<file path="src/rtl/keypad_time_loader_if.sv">
// Keypad-to-time-loader bus: encoder inputs, entry control and the loaded MM:SS buffer.
interface keypad_time_loader_if;
  logic        valid;
  logic [3:0]  BCD_in;
  logic        loadn;
  logic        clr_digits;
  logic [15:0] digits;
  logic [2:0]  digit_cnt;
  logic        key_pulse;

  modport master (
    output valid, BCD_in, loadn, clr_digits,
    input  digits, digit_cnt, key_pulse
  );

  modport slave (
    input  valid, BCD_in, loadn, clr_digits,
    output digits, digit_cnt, key_pulse
  );
endinterface

</file>
<file path="src/rtl/keypad_time_loader.sv">
// Keypad time loader: synchronises and debounces encoder key presses and shifts
// each accepted BCD digit into a 4-digit MM:SS preset buffer.
//
// state    | meaning
// ---------+--------------------------------------------------------------
// IDLE     | no key down, waiting for a synchronised press
// DB_PRESS | press seen, counting stable-pressed cycles
// CAPTURE  | one cycle: sample BCD_in and shift it in if acceptable
// HOLD     | key still down; waits for release, never re-captures
// DB_REL   | release seen, counting stable-released cycles
module keypad_time_loader #(
  parameter int DEBOUNCE_CYCLES = 4,
  parameter int CNT_W           = 20
) (
  input logic clk,
  input logic clearn,
  keypad_time_loader_if.slave bus
);

  typedef enum logic [2:0] {
    IDLE,
    DB_PRESS,
    CAPTURE,
    HOLD,
    DB_REL
  } state_t;

  localparam logic [CNT_W-1:0] CNT_TC  = CNT_W'(DEBOUNCE_CYCLES);
  localparam logic [CNT_W-1:0] CNT_ONE = CNT_W'(1);

  state_t           state_q, state_d;
  logic [CNT_W-1:0] cnt_q, cnt_d;
  logic             sync1, sync2;
  logic             press_s;
  logic             capture;
  logic             accept;
  logic [15:0]      digits_q;
  logic [2:0]       digit_cnt_q;

  // Two-stage synchroniser on the active-low encoder valid; resets to "released".
  always_ff @(posedge clk or negedge clearn) begin
    if (!clearn) begin
      sync1 <= 1'b1;
      sync2 <= 1'b1;
    end else begin
      sync1 <= bus.valid;
      sync2 <= sync1;
    end
  end

  assign press_s = ~sync2;

  // FSM state and debounce counter registers.
  always_ff @(posedge clk or negedge clearn) begin
    if (!clearn) begin
      state_q <= IDLE;
      cnt_q   <= '0;
    end else begin
      state_q <= state_d;
      cnt_q   <= cnt_d;
    end
  end

  // Next-state logic: debounce press and release, capture exactly once per press.
  always_comb begin
    state_d = state_q;
    cnt_d   = cnt_q;
    capture = 1'b0;
    case (state_q)
      IDLE: begin
        cnt_d = '0;
        if (press_s) begin
          state_d = DB_PRESS;
          cnt_d   = CNT_ONE;
        end
      end
      DB_PRESS: begin
        if (!press_s) begin
          state_d = IDLE;
          cnt_d   = '0;
        end else if (cnt_q == CNT_TC) begin
          state_d = CAPTURE;
          cnt_d   = '0;
        end else begin
          cnt_d = cnt_q + CNT_ONE;
        end
      end
      CAPTURE: begin
        capture = 1'b1;
        state_d = HOLD;
        cnt_d   = '0;
      end
      HOLD: begin
        cnt_d = '0;
        if (!press_s) begin
          state_d = DB_REL;
          cnt_d   = CNT_ONE;
        end
      end
      DB_REL: begin
        if (press_s) begin
          state_d = HOLD;
          cnt_d   = '0;
        end else if (cnt_q == CNT_TC) begin
          state_d = IDLE;
          cnt_d   = '0;
        end else begin
          cnt_d = cnt_q + CNT_ONE;
        end
      end
      default: begin
        state_d = IDLE;
        cnt_d   = '0;
      end
    endcase
  end

  // A clear in the capture cycle suppresses the digit and its strobe.
  assign accept = capture && (bus.BCD_in <= 4'd9) && !bus.loadn && !bus.clr_digits;

  // Digit shift buffer; the oldest digit drops off the top on overflow.
  always_ff @(posedge clk or negedge clearn) begin
    if (!clearn) begin
      digits_q    <= '0;
      digit_cnt_q <= '0;
    end else if (bus.clr_digits) begin
      digits_q    <= '0;
      digit_cnt_q <= '0;
    end else if (accept) begin
      digits_q <= {digits_q[11:0], bus.BCD_in};
      if (digit_cnt_q != 3'd4) begin
        digit_cnt_q <= digit_cnt_q + 3'd1;
      end
    end
  end

  assign bus.digits    = digits_q;
  assign bus.digit_cnt = digit_cnt_q;
  assign bus.key_pulse = accept;

endmodule

</file>
<file path="src/flat_wrapper.sv">
// flat-port wrapper written by rule: the top's interface ports become plain ports
module keypad_time_loader_flat 
#(
  parameter int DEBOUNCE_CYCLES = 4,
  parameter int CNT_W           = 20
)
  (clk, clearn, bus_valid, bus_BCD_in, bus_loadn, bus_clr_digits, bus_digits, bus_digit_cnt, bus_key_pulse);
  keypad_time_loader_if bus_i ();
  input logic clk;
  input logic clearn;
  input wire logic [$bits(bus_i.valid)-1:0] bus_valid;
  input wire logic [$bits(bus_i.BCD_in)-1:0] bus_BCD_in;
  input wire logic [$bits(bus_i.loadn)-1:0] bus_loadn;
  input wire logic [$bits(bus_i.clr_digits)-1:0] bus_clr_digits;
  output wire logic [$bits(bus_i.digits)-1:0] bus_digits;
  output wire logic [$bits(bus_i.digit_cnt)-1:0] bus_digit_cnt;
  output wire logic [$bits(bus_i.key_pulse)-1:0] bus_key_pulse;
  assign bus_i.valid = bus_valid;
  assign bus_i.BCD_in = bus_BCD_in;
  assign bus_i.loadn = bus_loadn;
  assign bus_i.clr_digits = bus_clr_digits;
  assign bus_digits = bus_i.digits;
  assign bus_digit_cnt = bus_i.digit_cnt;
  assign bus_key_pulse = bus_i.key_pulse;
  keypad_time_loader #(.DEBOUNCE_CYCLES(DEBOUNCE_CYCLES), .CNT_W(CNT_W)) u_core (.clk(clk), .clearn(clearn), .bus(bus_i));
endmodule
</file>
<file path="config.mk">
export PLATFORM = sky130hd
export DESIGN_NAME = keypad_time_loader_flat
export DESIGN_NICKNAME = d
export VERILOG_FILES = /design/src/rtl/keypad_time_loader_if.sv /design/src/rtl/keypad_time_loader.sv /design/src/flat_wrapper.sv
export SDC_FILE = /design/constraint.sdc
export NUM_CORES = 1
export LEC_CHECK = 0
export ABC_AREA = 1
export ABC_CLOCK_PERIOD_IN_PS = 1500
export CORE_MARGIN = 3
export CORE_UTILIZATION = 43
export DETAILED_ROUTE_END_ITERATION = 7
export PLACE_DENSITY = 0.73
export SYNTH_ARGS = -nofsm -noshare
export SYNTH_HDL_FRONTEND = slang
export SYNTH_SLANG_ARGS = --single-unit
</file>
<file path="constraint.sdc">
create_clock -name clk -period 1.5 [get_ports clk]
set_input_delay 0.375 -clock clk [delete_from_list [all_inputs] [get_ports clk]]
set_output_delay 0.375 -clock clk [all_outputs]
set_load 0.1 [all_outputs]
</file>
; Word level (Yosys, flattened, before mapping)
; Index checks and enable logic that the tools add are counted.
[word_totals]
ff_bits = 44
in_bits = 9
output_inout_bits = 20
word_cells = 48
[classes]
add_sub_neg = 2
magnitude_cmp = 1
eq_ne = 10
n_mux = 19
reduce_logical = 10
[ops]
columns = operator, n
row1 = 20-bit one-hot mux with 4 select lines, 1
row2 = 20-bit 2-to-1 mux, 3
row3 = 16-bit 2-to-1 mux, 2
row4 = 3-bit 2-to-1 mux, 9
row5 = "20-bit by 1-bit adder with 20-bit output, second input constant", 1
row6 = "20-bit by 3-bit == test with 1-bit output, second input constant", 1
row7 = 3-bit one-hot mux with 5 select lines, 1
row8 = "3-bit by 2-bit == test with 1-bit output, second input constant", 2
row9 = "3-bit inequality test, second input constant", 2
row10 = "4-bit <= comparator, second input constant", 1
row11 = 4-bit AND reduction, 1
row12 = 2-bit nonzero test, 2
row13 = "3-bit by 1-bit adder with 3-bit output, second input constant", 1
row14 = "3-bit by 1-bit == test with 1-bit output, second input constant", 1
row15 = "3-bit == test, second input constant", 1
row16 = 1-bit logical AND, 3
row17 = 3-bit zero test, 1
row18 = 1-bit 2-to-1 mux, 3
row19 = "3-bit by 1-bit inequality test with 1-bit output, second input constant", 1
row20 = 1-bit zero test, 2
row21 = "2-bit by 1-bit inequality test with 1-bit output, second input constant", 1
row22 = "2-bit inequality test, second input constant", 1
row23 = 2-bit AND reduction, 1

; Logic depth before layout (Yosys ltp)
; Gate-level depths: netlist of run 1.
[logic_depth]
depth_word = 7
mapped_depth = 10
ltp_nobuf = 9

; Worst setup path after synthesis of run 1
; No wires, ideal clock.
[synth_timing]
kind = flip-flop to flip-flop
startpoint = register u_core.digit_cnt_q[0], in the netlist u_core.bus.digit_cnt[0]
endpoint = register u_core.digit_cnt_q[2], in the netlist u_core.bus.digit_cnt[2]
setup_ps = 122
arrival_time_ps = 1633
required_ps = 1378
path_slack_ps = -256
path_stages_with_launch = 7
path_cell_list = dfrtp_1 -> inv_1 -> ha_1 -> nand3_1 -> nand2_2 -> nand2_1 -> nand2_1
[synth_via]
elab_chain_cells = 4
word_cells_on_any_way = 7
[synth_lines]
columns = element, line
row1 = start: declaration, keypad_time_loader.sv:38  ; logic [2:0] digit_cnt_q;
row2 = start signal: assignment, keypad_time_loader.sv:132  ; digit_cnt_q <= digit_cnt_q + 3'd1;
row3 = 3-bit by 1-bit adder with 3-bit output, keypad_time_loader.sv:132
row4 = 3-bit 2-to-1 mux, keypad_time_loader.sv:131  ; if (digit_cnt_q != 3'd4) begin
row5 = 3-bit 2-to-1 mux, keypad_time_loader.sv:129  ; end else if (accept) begin
row6 = 3-bit 2-to-1 mux, keypad_time_loader.sv:126  ; end else if (bus.clr_digits) begin
; Several ways; a longest one is shown, not always the timed one. The select of a mux whose other input is x is not followed.
; A chain may end at the register's enable or synchronous reset.

; Final worst setup path of run 1
[layout_timing]
startpoint = register u_core.state_q[0]
endpoint = output bus_key_pulse
[layout_via]
elab_chain_cells = 5
[layout_lines]
columns = element, line
row1 = start: declaration, keypad_time_loader.sv:31  ; state_t state_q, state_d;
row2 = start signal: assignment, keypad_time_loader.sv:59  ; state_q <= state_d;
row3 = 3-bit by 2-bit == test with 1-bit output, keypad_time_loader.sv:69  ; case (state_q)
row4 = 1-bit 2-to-1 mux, keypad_time_loader.sv:69
row5 = 1-bit logical AND (3 in a row), keypad_time_loader.sv:119  ; assign accept = capture && (bus.BCD_in <= 4'd9) && !bus.loadn && !bus.clr_digits;
row6 = end: declaration, flat_wrapper.sv:17  ; output wire logic [$bits(bus_i.key_pulse)-1:0] bus_key_pulse;
; Every way passes these cells.

==> results.py, run 1 <==
metrics = {
    "cells_and_area": {
        "multi_input_area_sq_um": 1090,
        "nFillCells": 446,
        "area_growth_pct": 39.7,
        "layout_common_cells": "84 x nand2_1, 42 x nor2_1, 37 x dfrtp_1",
        "drive_gt1_share_pct": 27.8,
        "n_antenna_cell": 0,
        "fin_nets": 364,
        "layout.cells.most_common": "nand2_1",
        "seq_area_sq_um": 1110,
    },
    "floorplanning": {
        "die_y_um": 79.3,
        "ioPinCount": 29,
        "num_rows": 26,
        "core-area_sq_um": 5140,
        "die_w_um": 79.3,
        "dieArea_sq_um": 6290,
        "start_util_pct": 45.0,
    },
    "hold_path": {
        "worst_hold_path_type": "flip-flop to flip-flop",
        "holdPathEnd": "u_core.sync2$_DFF_PN1_",
        "hold_depth": 0,
        "hp-start": "u_core.sync1$_DFF_PN1_",
    },
    "sta": {
        "relSlewSlack_pct": 76.8,
        "clock_skew_ns": 0.0110,
        "fmax_ghz": 0.575,
        "finalSetupViolCount": 1,
        "rsz0062_at_grt": "true",
        "timing.hold.ws_ns": 0.361,
        "worstMarginPinSlew_ns": 0.348,
        "setup_tns_ns": -0.239,
        "setup_ws_ns": -0.239,
        "hold_viol": 0,
        "min_period_over_period_pct": 116,
        "min_period_ns": 1.74,
        "finalMaxSlewViolations": 0,
    },
    "pwr": {
        "p_comb_share_pct": 32.9,
        "seqPwrFrac_pct": 42.9,
        "ir_worst_vdd_v": 0.000524,
        "power_density_nw_per_um2": 947,
        "intPower_mw": 2.03,
        "p_switching_mw": 1.03,
        "p_sw_share_pct": 33.8,
        "power_leakage_nw": 1.44,
        "p_clk_share_pct": 24.2,
    },
    "placement": {
        "place_ws_ns": -0.334,
        "place.gp.congestion": 0.913,
        "port-buffer-count": 28,
        "hpwl_um": 3870,
    },
    "grt": {
        "track_usage_pct": 17.4,
        "grt_max_degree": 21,
        "grt_pass1_vias": 2005,
        "grt_pass1_wl_um": 8710,
        "grt_overflow": 0,
        "antenna_found_initial": 0,
    },
    "yosys": {
        "synth.top_cell.area_share_pct": 45.5,
        "yosys.area_share.adder_pct": 2.16,
        "synth_top_family_by_area": "simple AND/OR/NAND/NOR gates",
        "muxShareOfSynthArea_pct": 0,
        "synth_compound_area_share_pct": 4.65,
        "synth_top_area_cell": "dfrtp_1",
        "synth_xor_xnor_area_share_pct": 4.55,
        "yosysSeqAreaShare_pct": 47.7,
        "synthCells": 290,
        "yosys_warnings": 0,
        "ys_ff_latch": 44,
        "synth_nets": 303,
        "synth_area_sq_um": 2310,
        "synthDistinctLibCells": 25,
        "synth-simple-area-share_pct": 33.1,
        "avgSynthCellArea_sq_um": 7.97,
        "synth_top_cells_by_area": "dfrtp_1 45%, nand2_1 14%, nor2_1 7.6%, inv_1 5.7%, nand3_1 3.0%",
    },
    "flow_run": {
        "maxCapViolCount": 0,
    },
    "clock_network": {
        "clockBufferDepth": 2,
        "htree_levels": 2,
        "cts.clk_slew.worst_paths_ns": 0.08,
        "insertion_delay_ns": 0.30,
        "cts_tree": "yes",
        "cts.sinks": 44,
        "root_buffer": "clkbuf_8",
        "cts_buffers": 5,
    },
    "setup_path": {
        "cp_max_fo": 2,
        "max_stage_delay_ns": 0.41,
        "reg2reg_to": "u_core.state_q[2]$_DFFE_PN0P_",
        "required_ns": 1.12,
        "cp_cell_sequence": "nor2_2 -> nand2_2 -> nor2_4 -> nand3_4 -> inv_4 -> buf_12",
        "reg2reg_depth": 9,
        "critPathKind": "flip-flop to output pin",
        "startpoint_type": "flip-flop",
        "r2r-start": "u_core.state_q[0]$_DFFE_PN0P_",
        "cp_slowest_cell": "dfrtp_1",
        "rrSetupSlack_ns": 0.05,
        "end_kind": "output pin",
        "critical_path_arrival_ns": 1.36,
    },
    "routing": {
        "drt_pass1_iterations": 4,
        "wl_per_cell_um": 12.1,
        "drt-initial-drc-count": 83,
        "viasPerCell": 4.77,
        "ant_nets": 0,
        "num_vias": 2015,
        "drc": 0,
        "routed_wl_um": 5090,
    },
    "status": {
        "status": "complete, but fails checks",
        "violations": "negative setup slack",
    },
}
==> power by group through the flow <==
stage / Clock (mW) / Sequential, mW / Combinational (mW)
finish: 0.740 / 1.31 / 1.01
global route: 0.812 / 1.32 / 1.11
CTS: 0.754 / 1.31 / 0.801
detailed placement: 0 / 1.35 / 0.747
global placement: 0 / 1.35 / 0.716
floorplan: 0 / 1.40 / 0.416
==> repair_timing <==
action                                  in CTS  in global routing
pin swaps                                    2                 11
setup buffers                                2                  9
endpoints found under the setup margin       1                 25
hold endpoints to repair                    10                  0
gates resized for setup                      5                 21
hold buffers                                 1                  0
gates cloned                                 0                  1
==> cell usage after synthesis (all sizes together) <==
cell   number
inv        36
o21ai      13
a21oi       2
nand2      91
o22ai       4
nand4       4
xor2        7
nor2       56
nand3      16
dfrtp      42
o21a        1
nor3        3
dfstp       2
ha          4
buf         4
xnor2       5
==> how the worst max path moves through the flow <==
stage                                        startpoint       endpoint  slack (ns)  cells past startpoint
after floorplan           u_core.state_q[0]$_DFFE_PN0P_  bus_key_pulse       0.004                      6
after global placement                    bus_BCD_in[2]  bus_key_pulse       -0.32                      6
after detailed placement                  bus_BCD_in[2]  bus_key_pulse       -0.33                      6
after CTS                 u_core.state_q[0]$_DFFE_PN0P_  bus_key_pulse       -0.26                      6
after global routing      u_core.state_q[0]$_DFFE_PN0P_  bus_key_pulse       -0.30                      6
final                     u_core.state_q[0]$_DFFE_PN0P_  bus_key_pulse       -0.24                      6
==> stage by stage <==
stage | instance area (sq um) | total power, mW | std cells | util [%]
after detailed placement | 2980 | 2.10 | 402 | 58.0
after global placement | 2980 | 2.06 | 402 | 58.0
after CTS | 3100 | 2.87 | 413 | 60.2
final | 3230 | 3.06 | 422 | 62.9
after global routing | 3230 | 3.24 | 422 | 62.9
after floorplan | 2320 | 1.82 | 290 | -
==> layer usage <==
layer | wire [um] | global-route usage [%]
met2 | 2580 | 29.0
met1 | 2240 | 22.5
met5 | 0 | 0
met3 | 208 | 4.20
met4 | 51 | 4.81
==> area by class of cell <==
class,instances,share of cell area (%)
clock buffer,6,2.25
clock inverter,2,0.503
inverter,36,4.26
multi-input combinational,207,33.8
sequential,44,34.4
tap,70,2.71
timing repair buffer,57,22.2
==> worst max-delay path, delay by kind of cell (launching register included) <==
kind          cells  cell delay, ns
buf+inv           2            0.23
flops             1            0.41
simple gates      4            0.42
==> sequential cells by signal, summed over array words and instances (netlist names) <==
signal and count:
u_core.sync2 1, u_core.bus.digits 16, u_core.sync1 1, u_core.state_q 3, u_core.bus.digit_cnt 3, u_core.cnt_q 20
==> logic make-up after synthesis <==
family,Yosys count
XOR/XNOR,12
AO/OA/AOI/OAI,20
adder cells (fa/ha/maj),4
flip-flops,44
AND/OR/NAND/NOR,170
buffers and inverters,40
Note: power is estimated with default switching activity, not from simulation.
==> inputs of run 2 (changes only) <==
- CTS_CLUSTER_SIZE: unset -> 30
==> results of run 2 <==
The final DEF is identical to that of run 1; final timing and power are the same.
==> inputs of run 3 (changes only) <==
- ABC_CLOCK_PERIOD_IN_PS: 1500 -> 1400
- PLACE_DENSITY: 0.73 -> 0.76
- clock period: 1.5 -> 1.4 ns (I/O delays scaled with it)
==> run 3 against run 2 <==
  * The run still ends with negative setup slack left
  * Total power increased by 9.8%
  * Sequential power increased by 8%
  * Critical path type unchanged
  * Clock power up 34%
==> results.py, run 3 (synthesis results as in run 1) <==
metrics = {
    "sta": {
        "fmax_ghz": 0.575,
        "setup_ws_ns": -0.338,
        "finalMaxSlewViolations": 0,
        "clock_skew_ns": 0.00686,
        "hold_viol": 0,
        "min_period_over_period_pct": 124,
        "setup_tns_ns": -2.43,
        "finalSetupViolCount": 22,
        "min_period_ns": 1.74,
        "worstMarginPinSlew_ns": 0.381,
        "rsz0062_at_grt": "true",
        "relSlewSlack_pct": 74.6,
        "timing.hold.ws_ns": 0.360,
    },
    "cells_and_area": {
        "multi_input_area_sq_um": 1050,
        "largest_register": "u_core.cnt_q",
        "n_antenna_cell": 0,
        "fin_nets": 368,
        "layout_common_cells": "83 x nand2_1, 47 x nor2_1, 39 x dfrtp_1",
        "layout.cells.most_common": "nand2_1",
        "seq_area_sq_um": 1110,
        "largest_reg_flops": 20,
        "finalNonFillerCells": 426,
        "nFillCells": 447,
        "drive_gt1_share_pct": 26.1,
        "area_growth_pct": 40.2,
        "stdcell_area_sq_um": 3240,
    },
    "setup_path": {
        "reg2reg_to": "u_core.cnt_q[12]$_DFF_PN0_",
        "r2r-start": "u_core.state_q[1]$_DFFE_PN0P_",
        "critPathKind": "flip-flop to output pin",
        "reg2reg_depth": 8,
        "cp_max_fo": 2,
        "startpoint_type": "flip-flop",
        "crit_start": "u_core.state_q[1]$_DFFE_PN0P_",
        "cp-endpoint": "bus_key_pulse",
        "rrSetupSlack_ns": -0.15,
        "critical_path_arrival_ns": 1.39,
        "required_ns": 1.05,
        "end_kind": "output pin",
    },
    "clock_network": {
        "cts_tree": "yes",
        "htree_levels": 2,
        "cts.clk_slew.worst_paths_ns": 0.09,
        "clockBufferDepth": 2,
        "cts_buffers": 5,
        "root_buffer": "clkbuf_8",
        "insertion_delay_ns": 0.30,
        "cts.sinks": 44,
    },
    "placement": {
        "port-buffer-count": 28,
        "place.gp.congestion": 0.919,
        "hpwl_um": 3810,
        "placed_cells": 414,
        "place_area_sq_um": 3070,
    },
    "hold_path": {
        "hold_depth": 0,
        "worst_hold_path_type": "flip-flop to flip-flop",
    },
    "grt": {
        "grt_overflow": 0,
        "grt_pass1_wl_um": 8640,
        "antenna_found_initial": 0,
        "grt_max_degree": 18,
        "grt_pass1_vias": 1983,
        "track_usage_pct": 17.5,
    },
    "floorplanning": {
        "die_w_um": 79.3,
        "num_rows": 26,
        "die_y_um": 79.3,
        "core-area_sq_um": 5140,
        "ioPinCount": 29,
        "dieArea_sq_um": 6290,
        "start_util_pct": 45.0,
    },
    "pwr": {
        "finalPower_mw": 3.36,
        "power_density_nw_per_um2": 1040,
        "power_leakage_nw": 1.49,
        "ir_worst_vdd_v": 0.000575,
    },
    "status": {
        "violations": "negative setup slack",
        "status": "complete, but fails checks",
    },
    "routing": {
        "routed_wl_um": 5030,
        "num_vias": 1982,
        "drc": 0,
        "wl_per_cell_um": 11.8,
        "drt_pass1_iterations": 4,
        "viasPerCell": 4.65,
        "ant_nets": 0,
        "drt-initial-drc-count": 104,
    },
    "flow_run": {
        "maxCapViolCount": 0,
    },
}
-- run 3: changes by cell type in the layout (fill, tap and decap cells not counted), moves of 3 or more --
| cell | delta |
|---|---|
| nor2_2 | -3 |
| dfrtp_2 | -3 |
| nor2_1 | +5 |
| buf_4 | +7 |
| buf_6 | -3 |
-- run 3: worst min-delay path by stage --
| stage | startpoint | end |
|---|---|---|
| floorplan | clearn | u_core.bus.digit_cnt[1]$_DFFE_PN0P_ |
| global placement | clearn | u_core.cnt_q[4]$_DFF_PN0_ |
| detailed placement | clearn | u_core.cnt_q[4]$_DFF_PN0_ |
| CTS | u_core.sync1$_DFF_PN1_ | u_core.sync2$_DFF_PN1_ |
| global route | u_core.sync1$_DFF_PN1_ | u_core.sync2$_DFF_PN1_ |
| finish | u_core.sync1$_DFF_PN1_ | u_core.sync2$_DFF_PN1_ |
-- run 3: routing by layer --
metal  up-vias  share of wire, %  global-route usage, %  wire [um]
li1       1023                 -                      -          -
met1       914                42                   21.0       2140
met2        45                51                   30.4       2580
met3         0               6.2                   6.24        313
met4         0                 0                   3.61          0
met5         -                 0                      0          0
-- run 3: repair_timing --
| action | in CTS | in global routing |
|---|---|---|
| hold buffers | 1 | 0 |
| gates resized for setup | 6 | 4 |
| buffers inserted | 1 | 1 |
| endpoints found under the setup margin | 9 | 35 |
| pin swaps | 4 | 1 |
| endpoints found under the hold margin | 13 | 0 |
| gates cloned | 1 | 0 |
-- run 3: metrics by stage --
step | utilization (%) | setup slack (ns)
5_1_grt | 63.0 | -0.393
6_report | 63.0 | -0.338
3_5_place_dp | 59.8 | -0.411
2_1_floorplan | - | 0.00662
3_3_place_gp | 59.8 | -0.389
4_1_cts | 62.7 | -0.348
-- run 3: power breakdown --
group          total [mW]  internal (mW)  switching [mW]
clock               0.993          0.538           0.455
sequential           1.41           1.34          0.0649
combinational       0.957          0.420           0.537
total                3.36           2.30            1.06
-- run 3: cell type report --
class,instances,area share [%]
clock buffer,5,2.12
clock inverter,3,1.43
inverter,36,4.25
multi-input combinational,207,32.5
sequential,44,34.2
tap,70,2.70
timing repair buffer,61,22.7
-- run 3: critical path, cell delays in order, from the launching register on --
cell and delay [ns]:
dfrtp_1 0.38, inv_1 0.07, nor2_2 0.11, nand2_2 0.10, nor2_4 0.12, nand3_4 0.08
inv_4 0.07, buf_12 0.16
